===== src/rtl/fetch_predictor_pkg.sv =====
// Shared widths, counter encodings and BTB entry layout for the fetch predictor.
// Prediction is only built when the BTB_PREDICT_EN macro is defined.
package fetch_predictor_pkg;

   localparam int PC_W        = 8;
   localparam int BTB_IDX_W   = 3;
   localparam int BTB_ENTRIES = 1 << BTB_IDX_W;
   localparam int TAG_W       = PC_W - BTB_IDX_W - 2;

   typedef enum logic [1:0] {
      STRONG_NT = 2'b00,
      WEAK_NT   = 2'b01,
      WEAK_T    = 2'b10,
      STRONG_T  = 2'b11
   } ctr_e;

   typedef struct packed {
      logic             valid;
      logic [TAG_W-1:0] tag;
      logic [PC_W-1:0]  target;
      ctr_e             ctr;
   } btb_entry_t;

   // Saturating 2-bit direction counter step.
   function automatic ctr_e ctr_update(input ctr_e c, input logic taken);
      if (taken) return (c == STRONG_T)  ? STRONG_T  : ctr_e'(c + 2'd1);
      else       return (c == STRONG_NT) ? STRONG_NT : ctr_e'(c - 2'd1);
   endfunction

endpackage


===== src/rtl/fetch_predictor_if.sv =====
// Fetch-stage bus: decode-stage control (master) into the fetch predictor (slave),
// fetch address and IF/ID pipeline register contents back out.
interface fetch_predictor_if #(
   parameter int PC_W = fetch_predictor_pkg::PC_W
);
   logic            stall;
   logic            redirect;
   logic            resolve_valid;
   logic            resolve_taken;
   logic [PC_W-1:0] resolve_pc;
   logic [PC_W-1:0] resolve_target;
   logic [PC_W-1:0] pc_out;
   logic [PC_W-1:0] if_id_pc;
   logic            if_id_pred_taken;
   logic            if_id_valid;

   modport master (
      output stall, redirect, resolve_valid, resolve_taken, resolve_pc, resolve_target,
      input  pc_out, if_id_pc, if_id_pred_taken, if_id_valid
   );

   modport slave (
      input  stall, redirect, resolve_valid, resolve_taken, resolve_pc, resolve_target,
      output pc_out, if_id_pc, if_id_pred_taken, if_id_valid
   );
endinterface


===== src/rtl/fetch_predictor_btb_table.sv =====
// Direct-mapped branch target buffer with 2-bit counters: combinational lookup,
// synchronous update. Only compiled in when BTB_PREDICT_EN is defined.
`ifdef BTB_PREDICT_EN
module btb_table
   import fetch_predictor_pkg::*;
#(
   parameter int PC_W      = fetch_predictor_pkg::PC_W,
   parameter int BTB_IDX_W = fetch_predictor_pkg::BTB_IDX_W
) (
   input  logic            clk,
   input  logic            reset,
   input  logic [PC_W-1:0] lookup_pc,
   input  logic            upd_en,
   input  logic            upd_taken,
   input  logic [PC_W-1:0] upd_pc,
   input  logic [PC_W-1:0] upd_target,
   output logic            pred_taken,
   output logic [PC_W-1:0] pred_target
);

   btb_entry_t entry_q [BTB_ENTRIES];
   btb_entry_t entry_d [BTB_ENTRIES];

   logic [BTB_IDX_W-1:0] lk_idx, up_idx;
   logic [TAG_W-1:0]     lk_tag, up_tag;
   btb_entry_t           lk_entry;

   // Instructions are word aligned; the two low PC bits never select anything.
   logic unused_lsbs;
   assign unused_lsbs = ^{lookup_pc[1:0], upd_pc[1:0]};

   assign lk_idx = lookup_pc[BTB_IDX_W+1:2];
   assign lk_tag = lookup_pc[PC_W-1:BTB_IDX_W+2];
   assign up_idx = upd_pc[BTB_IDX_W+1:2];
   assign up_tag = upd_pc[PC_W-1:BTB_IDX_W+2];

   // Lookup reads entry_q, so a same-cycle update to the same index is not seen.
   always_comb begin
      lk_entry    = entry_q[lk_idx];
      pred_taken  = lk_entry.valid && (lk_entry.tag == lk_tag) && lk_entry.ctr[1];
      pred_target = lk_entry.target;
   end

   always_comb begin
      entry_d = entry_q;
      if (upd_en) begin
         if (entry_q[up_idx].valid && (entry_q[up_idx].tag == up_tag)) begin
            entry_d[up_idx].ctr = ctr_update(entry_q[up_idx].ctr, upd_taken);
            if (upd_taken) entry_d[up_idx].target = upd_target;
         end else if (upd_taken) begin
            entry_d[up_idx] = '{valid: 1'b1, tag: up_tag, target: upd_target, ctr: WEAK_T};
         end
      end
   end

   // NOTE: this storage is reset on purpose: every entry must come up invalid with
   // a weak-not-taken counter, so it is built from flops rather than a RAM macro.
   always_ff @(posedge clk) begin
      if (reset) begin
         for (int i = 0; i < BTB_ENTRIES; i++)
            entry_q[i] <= '{valid: 1'b0, tag: '0, target: '0, ctr: WEAK_NT};
      end else begin
         entry_q <= entry_d;
      end
   end

endmodule
`endif


===== src/rtl/fetch_predictor.sv =====
// Fetch stage: PC register, next-PC select and IF/ID register. The BTB predictor is
// present only when BTB_PREDICT_EN is defined; otherwise fetch is always not-taken.
module fetch_predictor
   import fetch_predictor_pkg::*;
#(
   parameter int PC_W      = fetch_predictor_pkg::PC_W,
   parameter int BTB_IDX_W = fetch_predictor_pkg::BTB_IDX_W
) (
   input  logic               clk,
   input  logic               reset,
   fetch_predictor_if.slave   fp
);

   logic [PC_W-1:0] pc_q, pc_d;
   logic [PC_W-1:0] if_id_pc_q, if_id_pc_d;
   logic            if_id_pred_q, if_id_pred_d;
   logic            if_id_valid_q, if_id_valid_d;

   logic            pred_taken;
   logic [PC_W-1:0] pred_target;

`ifdef BTB_PREDICT_EN
   logic upd_en;
   assign upd_en = fp.resolve_valid & ~fp.stall;

   btb_table #(
      .PC_W      (PC_W),
      .BTB_IDX_W (BTB_IDX_W)
   ) u_btb (
      .clk         (clk),
      .reset       (reset),
      .lookup_pc   (pc_q),
      .upd_en      (upd_en),
      .upd_taken   (fp.resolve_taken),
      .upd_pc      (fp.resolve_pc),
      .upd_target  (fp.resolve_target),
      .pred_taken  (pred_taken),
      .pred_target (pred_target)
   );
`else
   assign pred_taken  = 1'b0;
   assign pred_target = '0;

   logic unused_resolve;
   assign unused_resolve = ^{fp.resolve_valid, fp.resolve_taken, fp.resolve_pc};
`endif

   // NOTE: every output of this block is given a default first so that no path
   // through the if/else chain can infer a latch.
   always_comb begin
      pc_d          = pc_q;
      if_id_pc_d    = if_id_pc_q;
      if_id_pred_d  = if_id_pred_q;
      if_id_valid_d = if_id_valid_q;
      if (!fp.stall) begin
         if (fp.redirect) begin
            pc_d          = fp.resolve_target;
            if_id_pc_d    = '0;
            if_id_pred_d  = 1'b0;
            if_id_valid_d = 1'b0;
         end else begin
            pc_d          = pred_taken ? pred_target : pc_q + PC_W'(4);
            if_id_pc_d    = pc_q;
            if_id_pred_d  = pred_taken;
            if_id_valid_d = 1'b1;
         end
      end
   end

   // NOTE: state is updated with non-blocking assignments only, so every flop
   // samples the values computed in the previous combinational phase.
   always_ff @(posedge clk) begin
      if (reset) begin
         pc_q          <= '0;
         if_id_pc_q    <= '0;
         if_id_pred_q  <= 1'b0;
         if_id_valid_q <= 1'b0;
      end else begin
         pc_q          <= pc_d;
         if_id_pc_q    <= if_id_pc_d;
         if_id_pred_q  <= if_id_pred_d;
         if_id_valid_q <= if_id_valid_d;
      end
   end

   assign fp.pc_out           = pc_q;
   assign fp.if_id_pc         = if_id_pc_q;
   assign fp.if_id_pred_taken = if_id_pred_q;
   assign fp.if_id_valid      = if_id_valid_q;

endmodule


===== src/flat_wrapper.sv =====
// flat-port wrapper written by rule: the top's interface ports become plain ports
module fetch_predictor_flat import fetch_predictor_pkg::*;
#(
   parameter int PC_W      = fetch_predictor_pkg::PC_W,
   parameter int BTB_IDX_W = fetch_predictor_pkg::BTB_IDX_W
)
  (clk, reset, fp_stall, fp_redirect, fp_resolve_valid, fp_resolve_taken, fp_resolve_pc, fp_resolve_target, fp_pc_out, fp_if_id_pc, fp_if_id_pred_taken, fp_if_id_valid);
  fetch_predictor_if #(.PC_W(PC_W)) fp_i ();
  input  logic clk;
  input  logic reset;
  input wire logic [$bits(fp_i.stall)-1:0] fp_stall;
  input wire logic [$bits(fp_i.redirect)-1:0] fp_redirect;
  input wire logic [$bits(fp_i.resolve_valid)-1:0] fp_resolve_valid;
  input wire logic [$bits(fp_i.resolve_taken)-1:0] fp_resolve_taken;
  input wire logic [$bits(fp_i.resolve_pc)-1:0] fp_resolve_pc;
  input wire logic [$bits(fp_i.resolve_target)-1:0] fp_resolve_target;
  output wire logic [$bits(fp_i.pc_out)-1:0] fp_pc_out;
  output wire logic [$bits(fp_i.if_id_pc)-1:0] fp_if_id_pc;
  output wire logic [$bits(fp_i.if_id_pred_taken)-1:0] fp_if_id_pred_taken;
  output wire logic [$bits(fp_i.if_id_valid)-1:0] fp_if_id_valid;
  assign fp_i.stall = fp_stall;
  assign fp_i.redirect = fp_redirect;
  assign fp_i.resolve_valid = fp_resolve_valid;
  assign fp_i.resolve_taken = fp_resolve_taken;
  assign fp_i.resolve_pc = fp_resolve_pc;
  assign fp_i.resolve_target = fp_resolve_target;
  assign fp_pc_out = fp_i.pc_out;
  assign fp_if_id_pc = fp_i.if_id_pc;
  assign fp_if_id_pred_taken = fp_i.if_id_pred_taken;
  assign fp_if_id_valid = fp_i.if_id_valid;
  fetch_predictor #(.PC_W(PC_W), .BTB_IDX_W(BTB_IDX_W)) u_core (.clk(clk), .reset(reset), .fp(fp_i));
endmodule

===== config.mk =====
export PLATFORM = sky130hd
export DESIGN_NAME = fetch_predictor_flat
export DESIGN_NICKNAME = d
export VERILOG_FILES = /design/src/rtl/fetch_predictor_pkg.sv /design/src/rtl/fetch_predictor_if.sv /design/src/rtl/fetch_predictor_btb_table.sv /design/src/rtl/fetch_predictor.sv /design/src/flat_wrapper.sv
export SDC_FILE = /design/constraint.sdc
export NUM_CORES = 1
export LEC_CHECK = 0
export CAP_MARGIN = 20
export CORE_MARGIN = 1.5
export CORE_UTILIZATION = 57
export CTS_CLUSTER_DIAMETER = 30
export DETAILED_ROUTE_END_ITERATION = 8
export DONT_BUFFER_PORTS = 1
export PLACE_DENSITY = 0.78
export SLEW_MARGIN = 20
export SYNTH_ARGS = -nofsm -noshare
export SYNTH_HDL_FRONTEND = slang
export SYNTH_SLANG_ARGS = --single-unit

===== constraint.sdc =====
create_clock -name clk -period 1.5 [get_ports clk]
set_input_delay 0.225 -clock clk [delete_from_list [all_inputs] [get_ports clk]]
set_output_delay 0.225 -clock clk [all_outputs]
set_load 0.02 [all_outputs]

# Word level (Yosys, flattened, before mapping)
# Index checks and enable logic that the tools add are counted.
dict set report word_totals {
  ff_bits 17
  input_bits 22
  output_inout_bits 18
  word_cells 7
}
dict set report classes {
  addsub 1
  n_mux 3
}
# operator n
set op_table {}
lappend op_table {{two-way mux 8 bit} 2}
lappend op_table {{adder 8 x 3 -> 8 bit, second input constant} 1}
lappend op_table {{two-way mux 1 bit} 1}

# Depth between registers and ports, before layout
dict set report logic_depth {
  ltp_word 2
  depth_mapped 5
  ltp_nobuf 4
}

# Worst setup path before layout
# No wires, ideal clock.
dict set report synth_path {
  path_type {reg-to-reg}
  from {register u_core.pc_q[2] (netlist: u_core.fp.pc_out[2])}
  to {register u_core.pc_q[4] (netlist: u_core.fp.pc_out[4])}
  setup_time_ps 70
  arrival_time_ps 1359
  required_time_ps 1430
  slack_ps 71
  stages_incl_launch_ff 5
  path_buffers 0
  period_less_slack_ps 1429
  path_cell_list {dfxtp_1 > ha_1 > or3b_1 > a21o_1 > a21oi_1}
}
dict set report synth_between {
  elab_chain_cells 2
}
# item line_no
set synth_rtl {}
lappend synth_rtl {{start: declaration} fetch_predictor.sv:14} ;# logic [PC_W-1:0] pc_q, pc_d;
lappend synth_rtl {{start signal: assignment} fetch_predictor.sv:79} ;# pc_q <= pc_d;
lappend synth_rtl {{adder 8 x 3 -> 8 bit} fetch_predictor.sv:62} ;# pc_d = pred_taken ? pred_target : pc_q + PC_W'(4);
lappend synth_rtl {{two-way mux 8 bit} fetch_predictor.sv:56} ;# if (fp.redirect) begin
# No other way between the ends.
# A chain may end at the register's enable or synchronous reset.

# Worst setup path after layout
# Same ends and word-level chain as after synthesis.

==> flow_summary.yaml <==
detailed_routing:
  viasPerCell: 5.85
  wl_um: 1500
  antenna_left: 0
  wl_per_cell_um: 13.9
  drt_first_iter_violations: 9
  vias: 632
  drt_pass1_iterations: 4
  drc: 0
cts:
  tritoncts: "yes"
  clockBufferDepth: 2
  cts_setup_buffers: 0
  htreeDepth: 1
  clk_latency_ns: 0.28
  root_buffer: "clkbuf_4"
  clkTransAtPathRegs_ns: 0.09
  cts.sink_count: 17
  numCtsBuffers: 3
worst_setup_path:
  path_class: "register to register"
  path_buf_inv: 0
  cp_top_family: "simple AND/OR/NAND/NOR gates"
  critPathMaxStageDelay_ns: 0.36
  cp_data_required_time_ns: 1.71
  slowest_stage: "or3b_1"
  reg2regPathDepth: 4
  crit_path_end_kind: "register"
  start_kind: "register"
  path_cells: "ha_1 -> or3b_1 -> a21o_1 -> a21oi_1"
  arrival_ns: 1.49
  cp.depth: 4
  path_max_fanout: 4
die:
  die-height_um: 40.3
  start_util_pct: 61.0
  core_area_um2: 1300
  rows: 13
  design.die.area_um2: 1620
  fp.dieW_um: 40.3
  io_pins: 40
power:
  ir_drop_v: 0.000737
  p_per_area_nw_per_um2: 976
  p_leak_nw: 0.305
logic_synthesis:
  synth.net_count: 115
  syn_avg_cell_area_um2: 8.62
  netlist-cell-type-count: 30
  ys_seq_area_share_pct: 42.9
  yosysWarnings: 0
  synth_area_um2: 793
  ys_seq_elements: 17
  synth_edf_count: 0
  synthFlopType: "dfxtp_1"
  synthCells: 92
  synthArstFlopShare_pct: 0
finish:
  finalInstanceArea_um2: 841
  syn_to_final_growth_pct: 5.99
  finalNonFillerCells: 108
  nets: 117
  drive_gt1_share_pct: 7.53
  antennaDiodeCount: 0
sta:
  period_share_pct: 85.3
  hold_viol: 0
  rsz0062_at_grt: "no"
  tns_ns: 0
  finClkSkew_ns: 0.00128
  min_period_ns: 1.28
  finalSetupViolations: 0
  fmax_mhz: 782
  final-max-slew-violation-count: 0
  setup_ws_ns: 0.221
run_status:
  status: "finished clean"
global_route:
  grt_usage_pct: 20.0
  antenna_found_initial: 0
  overflow: 0
  grt_pass1_vias: 497
  grt_pass1_wl_um: 2100
  grt_max_degree: 30
placement:
  place_area_um2: 785
  hpwl_um: 966
  dp_cells: 101
  dp_slack_ns: 0.244
  port_buffers: 0
  gp_congestion: 0.751
worst_hold_path:
  hold_path.class: "input pin to register"
  hold_depth: 1
run:
  maxCapViolCount: 0
-- cell families after synthesis --
family                   count (synthesis)  synth area share (%)
AND/OR/NAND/NOR                         38                  26.3
multiplexers                             4                  5.21
buffers and inverters                    8                  5.36
other                                    1                 0.473
flip-flops                              17                  42.9
AO/OA/AOI/OAI                           23                  18.1
adder cells (fa/ha/maj)                  1                  1.58
-- worst reg2reg max path: stages, from the launching register on --
cell     delay [ns]
dfxtp_1        0.35
ha_1           0.21
or3b_1         0.36
a21o_1         0.18
a21oi_1        0.12
-- cells in the mapped netlist, types with 2 or more instances --
cell type | number | area (um^2)
nor2b_1 | 4 | 25.0
nand3_1 | 3 | 15.0
nor3b_1 | 6 | 45.0
buf_4 | 2 | 15.0
dfxtp_1 | 17 | 340
nor3_1 | 3 | 15.0
o31a_1 | 2 | 17.5
a21oi_1 | 8 | 40.0
buf_2 | 4 | 20.0
nor2_1 | 13 | 48.8
nand2_1 | 4 | 15.0
o21ai_1 | 2 | 10.0
a21o_1 | 2 | 15.0
o31ai_1 | 2 | 15.0
a31oi_1 | 3 | 18.8
mux2i_1 | 3 | 30.0
-- power by group --
part / switching [mW] / total, mW / internal (mW) / leakage, nW
Sequential: 0.0336 / 0.503 / 0.469 / 0.139
Clock: 0.133 / 0.236 / 0.103 / 0.0150
Combinational: 0.0396 / 0.0818 / 0.0422 / 0.151
-- layer usage --
layer  track usage, %  up-vias  wire, um
met2             29.4       17       722
met4             12.5        0        12
met5                0        -         0
met1             24.8      290       658
met3             6.67        2       106
li1                 -      323         -
-- repair_timing --
item                       4_1_cts  5_1_grt
hold buffers                     2        1
hold endpoints to repair        13        1
setup endpoints to repair        0        0
gates resized for setup          0        0
-- flip-flops by register name, summed over array words and instances, names as in the netlist --
| name | count |
|---|---|
| u_core.fp.pc_out | 8 |
| u_core.fp.if_id_valid | 1 |
| u_core.fp.if_id_pc | 8 |
-- layout make-up --
class                           instances  area, um^2
Fill cell                             119         460
Multi-Input combinational cell         67         410
Sequential cell                        17         340
Timing Repair Buffer                    5        45.0
Clock buffer                            4        26.3
Tap cell                               15        18.8
-- per-stage QoR --
step / hold WS, ns / utilization, % / power [mW]
finish: 0.0276 / 64.6 / 0.821
global route: 0.0167 / 64.6 / 0.855
CTS: 0.000307 / 63.8 / 0.826
detailed placement: 0.299 / 60.3 / 0.584
global placement: 0.297 / 60.3 / 0.581
floorplan: 0.372 / - / 0.593
-- cells in the final DEF, fill, tap and decap left out, drive strengths merged, types with 3 or more instances in the layout --
master / instances
nand2: 4
clkbuf: 4
dfxtp: 17
nor2: 13
dlygate4sd3: 3
nor3: 3
nor2b: 4
nor3b: 7
nand3: 3
a31oi: 3
o21ai: 3
mux2i: 3
a21oi: 8
-- worst paths after layout --
path	slack [ns]	to	start
min reg2reg	0.61	u_core.fp.if_id_pc[2]	u_core.fp.if_id_pc[2]
max reg2reg	0.22	u_core.fp.pc_out[4]	u_core.fp.pc_out[2]
min	0.03	u_core.fp.pc_out[6]	reset
max	0.22	u_core.fp.pc_out[4]	u_core.fp.pc_out[2]
(Power assumes the default switching activity.)
